**config.mk**
```make
export PLATFORM = sky130hd
export DESIGN_NAME = game_flow_controller
export DESIGN_NICKNAME = d
export VERILOG_FILES = /design/src/rtl/game_flow_controller.sv
export SDC_FILE = /design/constraint.sdc
export NUM_CORES = 1
export LEC_CHECK = 0
export ABC_AREA = 0
export CAP_MARGIN = 10
export CORE_ASPECT_RATIO = 1.25
export CORE_MARGIN = 1.5
export CORE_UTILIZATION = 35
export CTS_CLUSTER_SIZE = 16
export DETAILED_ROUTE_END_ITERATION = 12
export PLACE_DENSITY_LB_ADDON = 0.05
export SYNTH_ARGS = -nofsm -noshare
export SYNTH_HDL_FRONTEND = slang
export SYNTH_SLANG_ARGS = --single-unit
```
**constraint.sdc**
```tcl
create_clock -name clk -period 2.7 [get_ports clk]
set_clock_uncertainty 0.1 [all_clocks]
set_input_delay 0.54 -clock clk [delete_from_list [all_inputs] [get_ports clk]]
set_output_delay 0.54 -clock clk [all_outputs]
set_load 0.02 [all_outputs]
```
**src/rtl/game_flow_controller.sv**
```systemverilog
// Match sequencer for the two-tank arena: attract, countdown, play, pause,
// round-end and game-over phases, with round-win tallies and score clearing.
module game_flow_controller #(
  parameter int MAX_DEATHS    = 3,
  parameter int GOLD_TO_WIN   = 5,
  parameter int COUNTDOWN_SEC = 3,
  parameter int ROUND_END_SEC = 2,
  parameter int ROUNDS_TO_WIN = 2
) (
  input  logic       clk,
  input  logic       reset,
  input  logic       start_key,
  input  logic       pause_key,
  input  logic       tick_1s,
  input  logic [1:0] numOfDeath1,
  input  logic [1:0] numOfDeath2,
  input  logic [2:0] numOfgold1,
  input  logic [2:0] numOfgold2,
  output logic [2:0] phase,
  output logic       play_enable,
  output logic       clear_scores,
  output logic [1:0] countdown,
  output logic [1:0] round_wins1,
  output logic [1:0] round_wins2,
  output logic [1:0] round_winner,
  output logic [1:0] game_winner
);

  localparam logic [2:0] IDLE      = 3'd0;
  localparam logic [2:0] COUNTDOWN = 3'd1;
  localparam logic [2:0] PLAY      = 3'd2;
  localparam logic [2:0] PAUSE     = 3'd3;
  localparam logic [2:0] ROUND_END = 3'd4;
  localparam logic [2:0] GAME_OVER = 3'd5;

  localparam int         RE_LAST_I = ROUND_END_SEC - 1;
  localparam logic [1:0] DEATH_LIM = MAX_DEATHS[1:0];
  localparam logic [2:0] GOLD_LIM  = GOLD_TO_WIN[2:0];
  localparam logic [1:0] CD_INIT   = COUNTDOWN_SEC[1:0];
  localparam logic [3:0] RE_LAST   = RE_LAST_I[3:0];
  localparam logic [1:0] WINS_LIM  = ROUNDS_TO_WIN[1:0];

  logic       start_q;
  logic       pause_q;
  logic       start_edge;
  logic       pause_edge;
  logic       p1win;
  logic       p2win;
  logic [3:0] re_secs;

  // Key history resets high so a key held through reset never looks like a press.
  assign start_edge  = start_key & ~start_q;
  assign pause_edge  = pause_key & ~pause_q;
  assign p1win       = (numOfDeath2 >= DEATH_LIM) | (numOfgold1 >= GOLD_LIM);
  assign p2win       = (numOfDeath1 >= DEATH_LIM) | (numOfgold2 >= GOLD_LIM);
  assign play_enable = (phase == PLAY);

  function automatic logic [1:0] sat_inc(input logic [1:0] v);
    return (v == 2'd3) ? v : v + 2'd1;
  endfunction

  always_ff @(posedge clk) begin
    if (reset) begin
      start_q      <= 1'b1;
      pause_q      <= 1'b1;
      phase        <= IDLE;
      clear_scores <= 1'b0;
      countdown    <= 2'd0;
      round_wins1  <= 2'd0;
      round_wins2  <= 2'd0;
      round_winner <= 2'd0;
      game_winner  <= 2'd0;
      re_secs      <= 4'd0;
    end else begin
      start_q      <= start_key;
      pause_q      <= pause_key;
      clear_scores <= 1'b0;
      case (phase)
        IDLE: begin
          if (start_edge) begin
            phase        <= COUNTDOWN;
            countdown    <= CD_INIT;
            clear_scores <= 1'b1;
            round_wins1  <= 2'd0;
            round_wins2  <= 2'd0;
            round_winner <= 2'd0;
            game_winner  <= 2'd0;
          end
        end
        COUNTDOWN: begin
          if (tick_1s) begin
            countdown <= countdown - 2'd1;
            if (countdown == 2'd1) phase <= PLAY;
          end
        end
        PLAY: begin
          // Round resolution wins over a pause press in the same cycle.
          if (p1win || p2win) begin
            phase   <= ROUND_END;
            re_secs <= 4'd0;
            if (p1win && p2win) begin
              round_winner <= 2'd3;
            end else if (p1win) begin
              round_winner <= 2'd1;
              round_wins1  <= sat_inc(round_wins1);
            end else begin
              round_winner <= 2'd2;
              round_wins2  <= sat_inc(round_wins2);
            end
          end else if (pause_edge) begin
            phase <= PAUSE;
          end
        end
        PAUSE: begin
          if (pause_edge) phase <= PLAY;
        end
        ROUND_END: begin
          if (tick_1s) begin
            if (re_secs == RE_LAST) begin
              re_secs <= 4'd0;
              if (round_wins1 >= WINS_LIM) begin
                phase       <= GAME_OVER;
                game_winner <= 2'd1;
              end else if (round_wins2 >= WINS_LIM) begin
                phase       <= GAME_OVER;
                game_winner <= 2'd2;
              end else begin
                phase        <= COUNTDOWN;
                countdown    <= CD_INIT;
                clear_scores <= 1'b1;
                round_winner <= 2'd0;
              end
            end else begin
              re_secs <= re_secs + 4'd1;
            end
          end
        end
        GAME_OVER: begin
          if (start_edge) phase <= IDLE;
        end
        default: phase <= IDLE;
      endcase
    end
  end

endmodule

```
# Yosys cells after proc, flatten, opt, wreduce, memory -nomap -nowiden
# Cells that the tools add are included.
totals:
  ff_bits: 20
  word_cells: 120
op_classes:
  mux: 53
  magnitude_cmp: 6
  bitwise: 6
  reduce_logical: 15
  add_sub_neg: 4
  n_eq_ne: 26
ops:
  columns: ["operator", "count"]
  rows:
  - ["2-bit 2-to-1 mux", 26]
  - ["3-bit 2-to-1 mux", 11]
  - ["2-bit != test, second input constant", 13]
  - ["3-bit one-hot mux with 6 select lines", 1]
  - ["7-bit AND reduction", 2]
  - ["4-bit 2-to-1 mux", 3]
  - ["2-bit one-hot mux with 2 select lines", 3]
  - ["2-bit one-hot mux with 3 select lines", 2]
  - ["6-bit AND reduction", 2]
  - ["2-bit >= comparator, second input constant", 4]
  - ["4-bit one-hot mux with 2 select lines", 1]
  - ["8-bit AND reduction", 1]
  - ["3-bit by 2-bit == test with 1-bit output, second input constant", 2]
  - ["3-bit == test, second input constant", 2]
  - ["3-bit >= comparator, second input constant", 2]
  - ["2-bit nonzero test", 3]
  - ["3-bit nonzero test", 2]
  - ["1-bit 2-to-1 mux", 5]
  - ["5-bit AND reduction", 1]
  - ["2-bit by 1-bit adder with 2-bit output, second input constant", 2]
  - ["4-bit by 1-bit adder with 4-bit output, second input constant", 1]
  - ["2-bit == test, second input constant", 2]
  - ["4-bit by 1-bit == test with 1-bit output, second input constant", 1]
  - ["2-bit by 1-bit != test with 1-bit output, second input constant", 2]
  - ["13 further kinds", 16]

# Depth between registers and ports, before layout
# Gate-level depths: netlist of the first run.
logic_depth:
  depth_word: 6
  ltp_mapped: 7
  ltp_nobuf: 7

# Worst setup path before layout of the first run
# No wires, ideal clock.
synth_path:
  path_type: "register to register"
  from: "register round_wins1[0]"
  to: "register countdown[1]"
  n_path_buf: 0
  required_time_ps: 2466
  t_arrival_ps: 1902
  stages_incl_launch_ff: 8
  path_slack_ps: 564
  setup_time_ps: 134
  path_cell_list: "dfxtp_1 > inv_1 > ha_1 > or4_4 > o31ai_2 > nand3_1 > nor4b_2 > a211oi_1"
synth_between:
  elab_chain_cells: 3
synth_lines:
  columns: ["element", "line_no", "source"]
  rows:
  - ["start: declaration", "23", "output logic [1:0] round_wins1,"]
  - ["start signal: assignment", "105", "round_wins1 <= sat_inc(round_wins1);"]
  - ["2-bit >= comparator", "121", "if (round_wins1 >= WINS_LIM) begin"]
  - ["2-bit != test (no line)", null, null]
  - ["7-bit AND reduction (no line)", null, null]
  - ["end signal: assignment", "92", "countdown <= countdown - 2'd1;"]
  - ["end: declaration", "22", "output logic [1:0] countdown,"]
# No other way between the ends.
# A chain may end at the register's enable or synchronous reset.

# Worst setup path after layout of the first run
layout_path:
  from: "register phase[1]"
  to: "output play_enable"
layout_between:
  elab_chain_cells: 1
layout_lines:
  columns: ["element", "line_no", "source"]
  rows:
  - ["start: declaration", "19", "output logic [2:0] phase,"]
  - ["start signal: assignment", "66", "phase <= IDLE;"]
  - ["start signal: assignment", "81", "phase <= COUNTDOWN;"]
  - ["start signal: assignment", "93", "if (countdown == 2'd1) phase <= PLAY;"]
  - ["3-bit by 2-bit == test with 1-bit output", "56", "assign play_enable = (phase == PLAY);"]
  - ["end: declaration", "20", "output logic play_enable,"]
# No other way between the ends.

==> flow_metrics.tcl, run 1 <==
set metrics [dict create \
    reg2reg_depth 7 \
    crit_chain "nand2_1 > inv_1 > clkdlybuf4s50_1" \
    yosys.cell_types.count 44 \
    post-route-cell-area_um2 1590 \
    synth-xor-area-share_pct 0 \
    syn_inst 138 \
    synth_compound_area_share_pct 21.5 \
    wl_mm 2.68 \
    end_kind "output pin" \
    reg2reg_slack_ns 0.54 \
    cpMaxStageDelayCell "clkdlybuf4s50_1" \
    fin_tns_setup_ns 0 \
    grt_pass1_wl_mm 4.35 \
    ant_nets 0 \
    worstSetupStartpointType "flip-flop" \
    clock-sinks 20 \
    area_delta_synth_final_pct 33.9 \
    post-route-period-util_pct 90.7 \
    crit_path_max_fanout 10 \
    route.detailed.drc 0 \
    clock_tree.root_cell "clkbuf_8" \
    antenna_found_initial 0 \
    worstHoldPathCells 2 \
    hold_viol 0 \
    dr.first_iter.drc_count 14 \
    drive_above_1_share_pct 11.9 \
    leakage_nw 0.562 \
    htree_num_levels 1 \
    fillers 308 \
    setup_viol 0 \
    synthSimpleGateAreaFrac_pct 29.8 \
    finalPower_mw 1.19 \
    syn-num-nets 160 \
    vias 1095 \
    clk_pin_slew_ns 0.08 \
    post_drt_wl_per_cell_um 13.1 \
    grt_max_degree 17 \
    synth_top_family_by_area "simple AND/OR/NAND/NOR gates" \
    drv_cap 0 \
    die-area_um2 3740 \
    cts_tree "done" \
    timing.rr.end "countdown[1]" \
    avgSynthCellArea_um2 8.58 \
    post-cts-setup-buffer-count 0 \
    slew-limit-headroom_pct 61.2 \
    required_ns 2.06 \
    io_pins 30 \
    powerDensity_nw_per_um2 752 \
    grtUsageTotal_pct 15.8 \
    clkLatencyLatePin_ns 0.26 \
    gp_congestion 0.777 \
    placed_area_um2 1510 \
    critPathKind "flip-flop to output pin" \
    fin_nets 191 \
    fmax_ghz 0.408 \
    worstReg2RegStart "round_wins1[0]" \
    viasPerCell 5.34 \
    synth_warnings 0 \
    n_antenna_cell 0 \
    io_buffers 29 \
    synth_fa_ha_area_share_pct 7.40 \
    grt_remaining_overflow 0 \
    synthMuxAreaShare_pct 2.54 \
    ctsHoldBuffers 0 \
    finalCriticalPeriod_ns 2.45 \
    worstMarginPinSlew_ns 0.580 \
    ctsResizeCount 0 \
    ys_seq_area_share_pct 33.8 \
    grt_pass1_vias 984 \
    cpPeakStageDelay_ns 0.64 \
    cts_buffers 3 \
    clk_path_buf_depth 2 \
    num_rows 23 \
    whs_endpoint "round_winner[0]" \
    dr.pass1.iters 4 \
    status "complete, no violations" \
    ys_seq_elements 20 \
    dpl.hpwl_mm 2.09 \
    maxSlewViolCount 0 \
    netlist_area_um2 1180 \
    die_x_um 55.0 \
    core_um2 3220 \
    rsz0062_at_grt "no" \
    hp-start "round_winner[0]" \
    die_y_um 68.0 \
    vdd_drop_max_uv 522 \
    crit_arrival_ns 1.81 \
    worst_hold_path_type "flip-flop to flip-flop" \
    initial_core_util_pct 36.7 \
]
-- critical path, delay by kind of cell (launching register included) --
family | cells | cell delay [ns]
and+or+nand+nor | 1 | 0.20
DFF | 1 | 0.52
buffers and inverters | 2 | 0.83
-- power by group --
part | internal [mW] | switching [mW] | leakage [nW] | total [mW]
registers | 0.333 | 0.0364 | 0.163 | 0.370
clock network | 0.198 | 0.105 | 0.0357 | 0.302
logic | 0.227 | 0.292 | 0.364 | 0.520
total | 0.758 | 0.433 | 0.562 | 1.19
-- layout make-up --
class	instances	area [um2]	share of cell area [%]
repair buffers	32	313	19.7
inverters	8	30.0	1.89
well taps	37	46.3	2.92
clock inverters	1	30.0	1.89
flip-flops and latches	20	400	25.3
clock buffers	3	41.3	2.60
multi-input cells	104	724	45.7
-- flip-flops by register name (all words and copies together) (netlist names), 2 cells and up --
signal        flops
re_secs           4
phase             3
countdown         2
game_winner       2
round_winner      2
round_wins1       2
round_wins2       2
-- how the worst max path moves through the flow --
stage	from	end	slack, ns	depth (start not counted)
4_1_cts	phase[1]	play_enable	0.25	3
3_3_place_gp	tick_1s	game_winner[1]	0.29	6
6_report	phase[1]	play_enable	0.25	3
3_5_place_dp	numOfgold2[1]	round_wins1[1]	0.29	6
5_1_grt	phase[1]	play_enable	0.16	3
2_1_floorplan	round_wins1[0]	countdown[1]	0.56	7
-- synthesized netlist by cell type (all sizes together) --
| cell | n | area share, % |
|---|---|---|
| a21oi | 15 | 6.3 |
| nor4 | 1 | 0.53 |
| dfxtp | 20 | 34 |
| o311ai | 1 | 0.74 |
| a2111o | 1 | 0.95 |
| o31ai | 3 | 2.3 |
| a22oi | 1 | 0.63 |
| nor2 | 13 | 4.1 |
| nand2b | 5 | 2.6 |
| or2 | 4 | 2.1 |
| nor3b | 2 | 1.7 |
| or4 | 1 | 0.95 |
| or4b | 2 | 2.3 |
| nand4 | 1 | 0.53 |
| or3b | 1 | 0.74 |
| a221oi | 1 | 1.3 |
| ha | 7 | 7.4 |
| and3 | 1 | 0.53 |
| o2111ai | 2 | 1.5 |
| or3 | 4 | 2.1 |
| nor4b | 1 | 1.3 |
| o211ai | 1 | 1.8 |
| nor3 | 3 | 1.3 |
| nand4bb | 1 | 0.95 |
| a2111oi | 1 | 1.3 |
| a211oi | 1 | 0.63 |
| o31a | 1 | 0.74 |
| a31oi | 1 | 0.53 |
| nand3b | 1 | 0.63 |
| mux2i | 3 | 2.5 |
| nand3 | 7 | 3.0 |
| inv | 8 | 2.5 |
| and2 | 1 | 0.53 |
| clkbuf | 3 | 0.95 |
| and4bb | 1 | 1.1 |
| o21a | 1 | 0.63 |
| o21ai | 5 | 2.1 |
| buf | 3 | 1.5 |
| nand2 | 9 | 2.9 |
-- stage by stage --
stage | hold slack (ns) | cells | util, % | setup WS [ns]
CTS | 0.390 | 205 | 49.2 | 0.254
finish | 0.386 | 205 | 49.2 | 0.250
floorplan | 0.362 | 138 | - | 0.564
global placement | 0.372 | 201 | 47.0 | 0.287
global route | 0.408 | 205 | 49.2 | 0.158
detailed placement | 0.373 | 201 | 47.0 | 0.287
-- cell usage in the layout, fill, tap and decap left out, drive strengths merged, types with 2 or more instances in the layout --
master,instances
a21oi,15
buf,3
clkbuf,3
clkdlybuf4s50,29
dfxtp,20
ha,7
inv,8
mux2i,3
nand2,9
nand2b,5
nand3,7
nor2,13
nor3,3
nor3b,2
o2111ai,2
o21ai,5
o31ai,3
or2,4
or3,4
or4b,2
-- cells by family after synthesis --
kind of cell	count (synthesis)
DFF	20
muxes	3
adders and majority gates	7
AOI/OAI and AO/OA	35
buffers and inverters	14
and+or+nand+nor	59
-- metal layers --
| metal | track usage, % | wire (um) | vias to the layer above | part of all wire [%] |
|---|---|---|---|---|
| met5 | 0 | 0 | - | 0 |
| met4 | 4.27 | 20 | 0 | 0.75 |
| met3 | 3.49 | 112 | 2 | 4.2 |
| met2 | 27.5 | 1350 | 27 | 50 |
| met1 | 19.1 | 1200 | 504 | 45 |
| li1 | - | - | 562 | - |
(Power assumes the default switching activity.)
==> run 2: changes to the inputs <==
Settings changed: CORE_MARGIN 1.5 to 4.
==> run 2 against run 1 <==
Against the previous run: setup slack got worse by 0.041 ns; register-to-register slack about the same; maximum frequency decreased by 1.6%; non-clock buffer count stayed put; utilization stayed put; wire length increased by 7.5%; sequential share of layout area stayed put; clock power is essentially flat; highest routed layer unchanged.
==> flow_metrics.tcl, run 2 (synthesized netlist as in run 1, its figures left out) <==
set metrics [dict create \
    status "complete, no violations" \
    n_antenna_cell 0 \
    die_y_um 73.0 \
    grt_pass1_vias 1039 \
    reg2reg_depth 7 \
    route.detailed.drc 0 \
    crit_arrival_ns 1.85 \
    hold_viol 0 \
    num_rows 23 \
    grt_pass1_wl_mm 4.67 \
    required_ns 2.06 \
    post-cts-setup-buffer-count 0 \
    fmax_ghz 0.401 \
    core_um2 3220 \
    cts_buffers 3 \
    worstMarginPinSlew_ns 0.577 \
    ctsResizeCount 0 \
    worstHoldPathCells 2 \
    crit_path_max_fanout 10 \
    drv_cap 0 \
    clock_tree.root_cell "clkbuf_8" \
    setup_viol 0 \
    die_x_um 60.0 \
    gp_congestion 0.767 \
    top_register "re_secs" \
    clk_pin_slew_ns 0.08 \
    initial_core_util_pct 36.7 \
    cts_tree "done" \
    hp-start "round_winner[1]" \
    dr.first_iter.drc_count 42 \
    top_regs "re_secs x4, phase x3" \
    crit_chain "nand2_1 > inv_1 > clkdlybuf4s50_1" \
    grt_remaining_overflow 0 \
    largest_reg_flops 4 \
    end_kind "output pin" \
    drive_above_1_share_pct 11.9 \
    cpPeakStageDelay_ns 0.65 \
    post_drt_wl_per_cell_um 14.1 \
    vdd_drop_max_uv 453 \
    dpl.hpwl_mm 2.18 \
    io_pins 30 \
    leakage_nw 0.562 \
    worstReg2RegStart "round_wins1[0]" \
    slew-limit-headroom_pct 61.4 \
    dr.pass1.iters 4 \
    critPathKind "flip-flop to output pin" \
    htree_num_levels 1 \
    io_buffers 29 \
    layout_commonest_cell "clkdlybuf4s50_1" \
    final_core_util_pct 49.2 \
    timing.rr.end "countdown[1]" \
    wl_mm 2.89 \
    reg2reg_slack_ns 0.54 \
    clkLatencyLatePin_ns 0.26 \
    area_delta_synth_final_pct 33.9 \
    viasPerCell 5.42 \
    ctsHoldBuffers 0 \
    clock-sinks 20 \
    clk_path_buf_depth 2 \
    die-area_um2 4380 \
    finalCriticalPeriod_ns 2.49 \
    antenna_found_initial 0 \
    powerDensity_nw_per_um2 757 \
    vias 1112 \
    grt_max_degree 17 \
    cpMaxStageDelayCell "clkdlybuf4s50_1" \
    rsz0062_at_grt "no" \
    post-route-period-util_pct 92.3 \
    grtUsageTotal_pct 13.8 \
    fin_tns_setup_ns 0 \
    ant_nets 0 \
    worstSetupStartpointType "flip-flop" \
    whs_endpoint "round_winner[1]" \
    mostFrequentLayoutCells "clkdlybuf4s50_1, dfxtp_1, a21oi_1, nor2_1, nand2_1" \
    worst_hold_path_type "flip-flop to flip-flop" \
    maxSlewViolCount 0 \
    fin_nets 191 \
    fillers 330 \
]
[run 2: metrics by stage]
| stage | hold WS, ns | cell area, um2 | worst slack, ns | total power [mW] | cells |
|---|---|---|---|---|---|
| CTS | 0.387 | 1590 | 0.217 | 1.21 | 205 |
| global route | 0.419 | 1590 | 0.113 | 1.28 | 205 |
| finish | 0.385 | 1590 | 0.209 | 1.20 | 205 |
| detailed placement | 0.370 | 1510 | 0.293 | 0.906 | 201 |
| global placement | 0.374 | 1510 | 0.290 | 0.897 | 201 |
| floorplan | 0.362 | 1180 | 0.564 | 0.738 | 138 |
[run 2: layout make-up]
cell class | count | area (um2) | area share (%)
multi-input combinational | 104 | 724 | 45.7
sequential | 20 | 400 | 25.3
timing repair buffer | 32 | 313 | 19.7
tap | 37 | 46.3 | 2.92
clock buffer | 3 | 41.3 | 2.60
clock inverter | 1 | 30.0 | 1.89
inverter | 8 | 30.0 | 1.89
[run 2: worst max-delay path by stage]
| stage | slack, ns | cells after the start | from | endpoint |
|---|---|---|---|---|
| finish | 0.21 | 3 | phase[1] | play_enable |
| global route | 0.11 | 3 | phase[1] | play_enable |
| CTS | 0.22 | 3 | phase[1] | play_enable |
| detailed placement | 0.29 | 6 | tick_1s | game_winner[1] |
| global placement | 0.29 | 6 | tick_1s | game_winner[1] |
| floorplan | 0.56 | 7 | round_wins1[0] | countdown[1] |
[run 2: layer usage]
layer,vias to the layer above,GRT usage (%),part of all wire [%]
met5,-,0,0
met4,0,5.17,1.2
met3,4,3.19,4.8
met2,25,22.8,47
met1,517,17.2,47
li1,566,-,-
[run 2: power by group]
group	switching (mW)	internal, mW	total (mW)
Combinational	0.300	0.227	0.528
Clock	0.105	0.198	0.303
Sequential	0.0364	0.333	0.370
Total	0.442	0.759	1.20
[run 2: worst max-delay path, delay by kind of cell, from the launching register on]
kind	cells	cell delay [ns]
buf+inv	2	0.84
flops	1	0.54
simple gates	1	0.21
==> run 3: changes to the inputs <==
Settings changed: CTS_CLUSTER_DIAMETER from default to 60, TNS_END_PERCENT from default to 100.
==> results of run 3 <==
Final layout, timing and power as in run 2 (identical DEF).
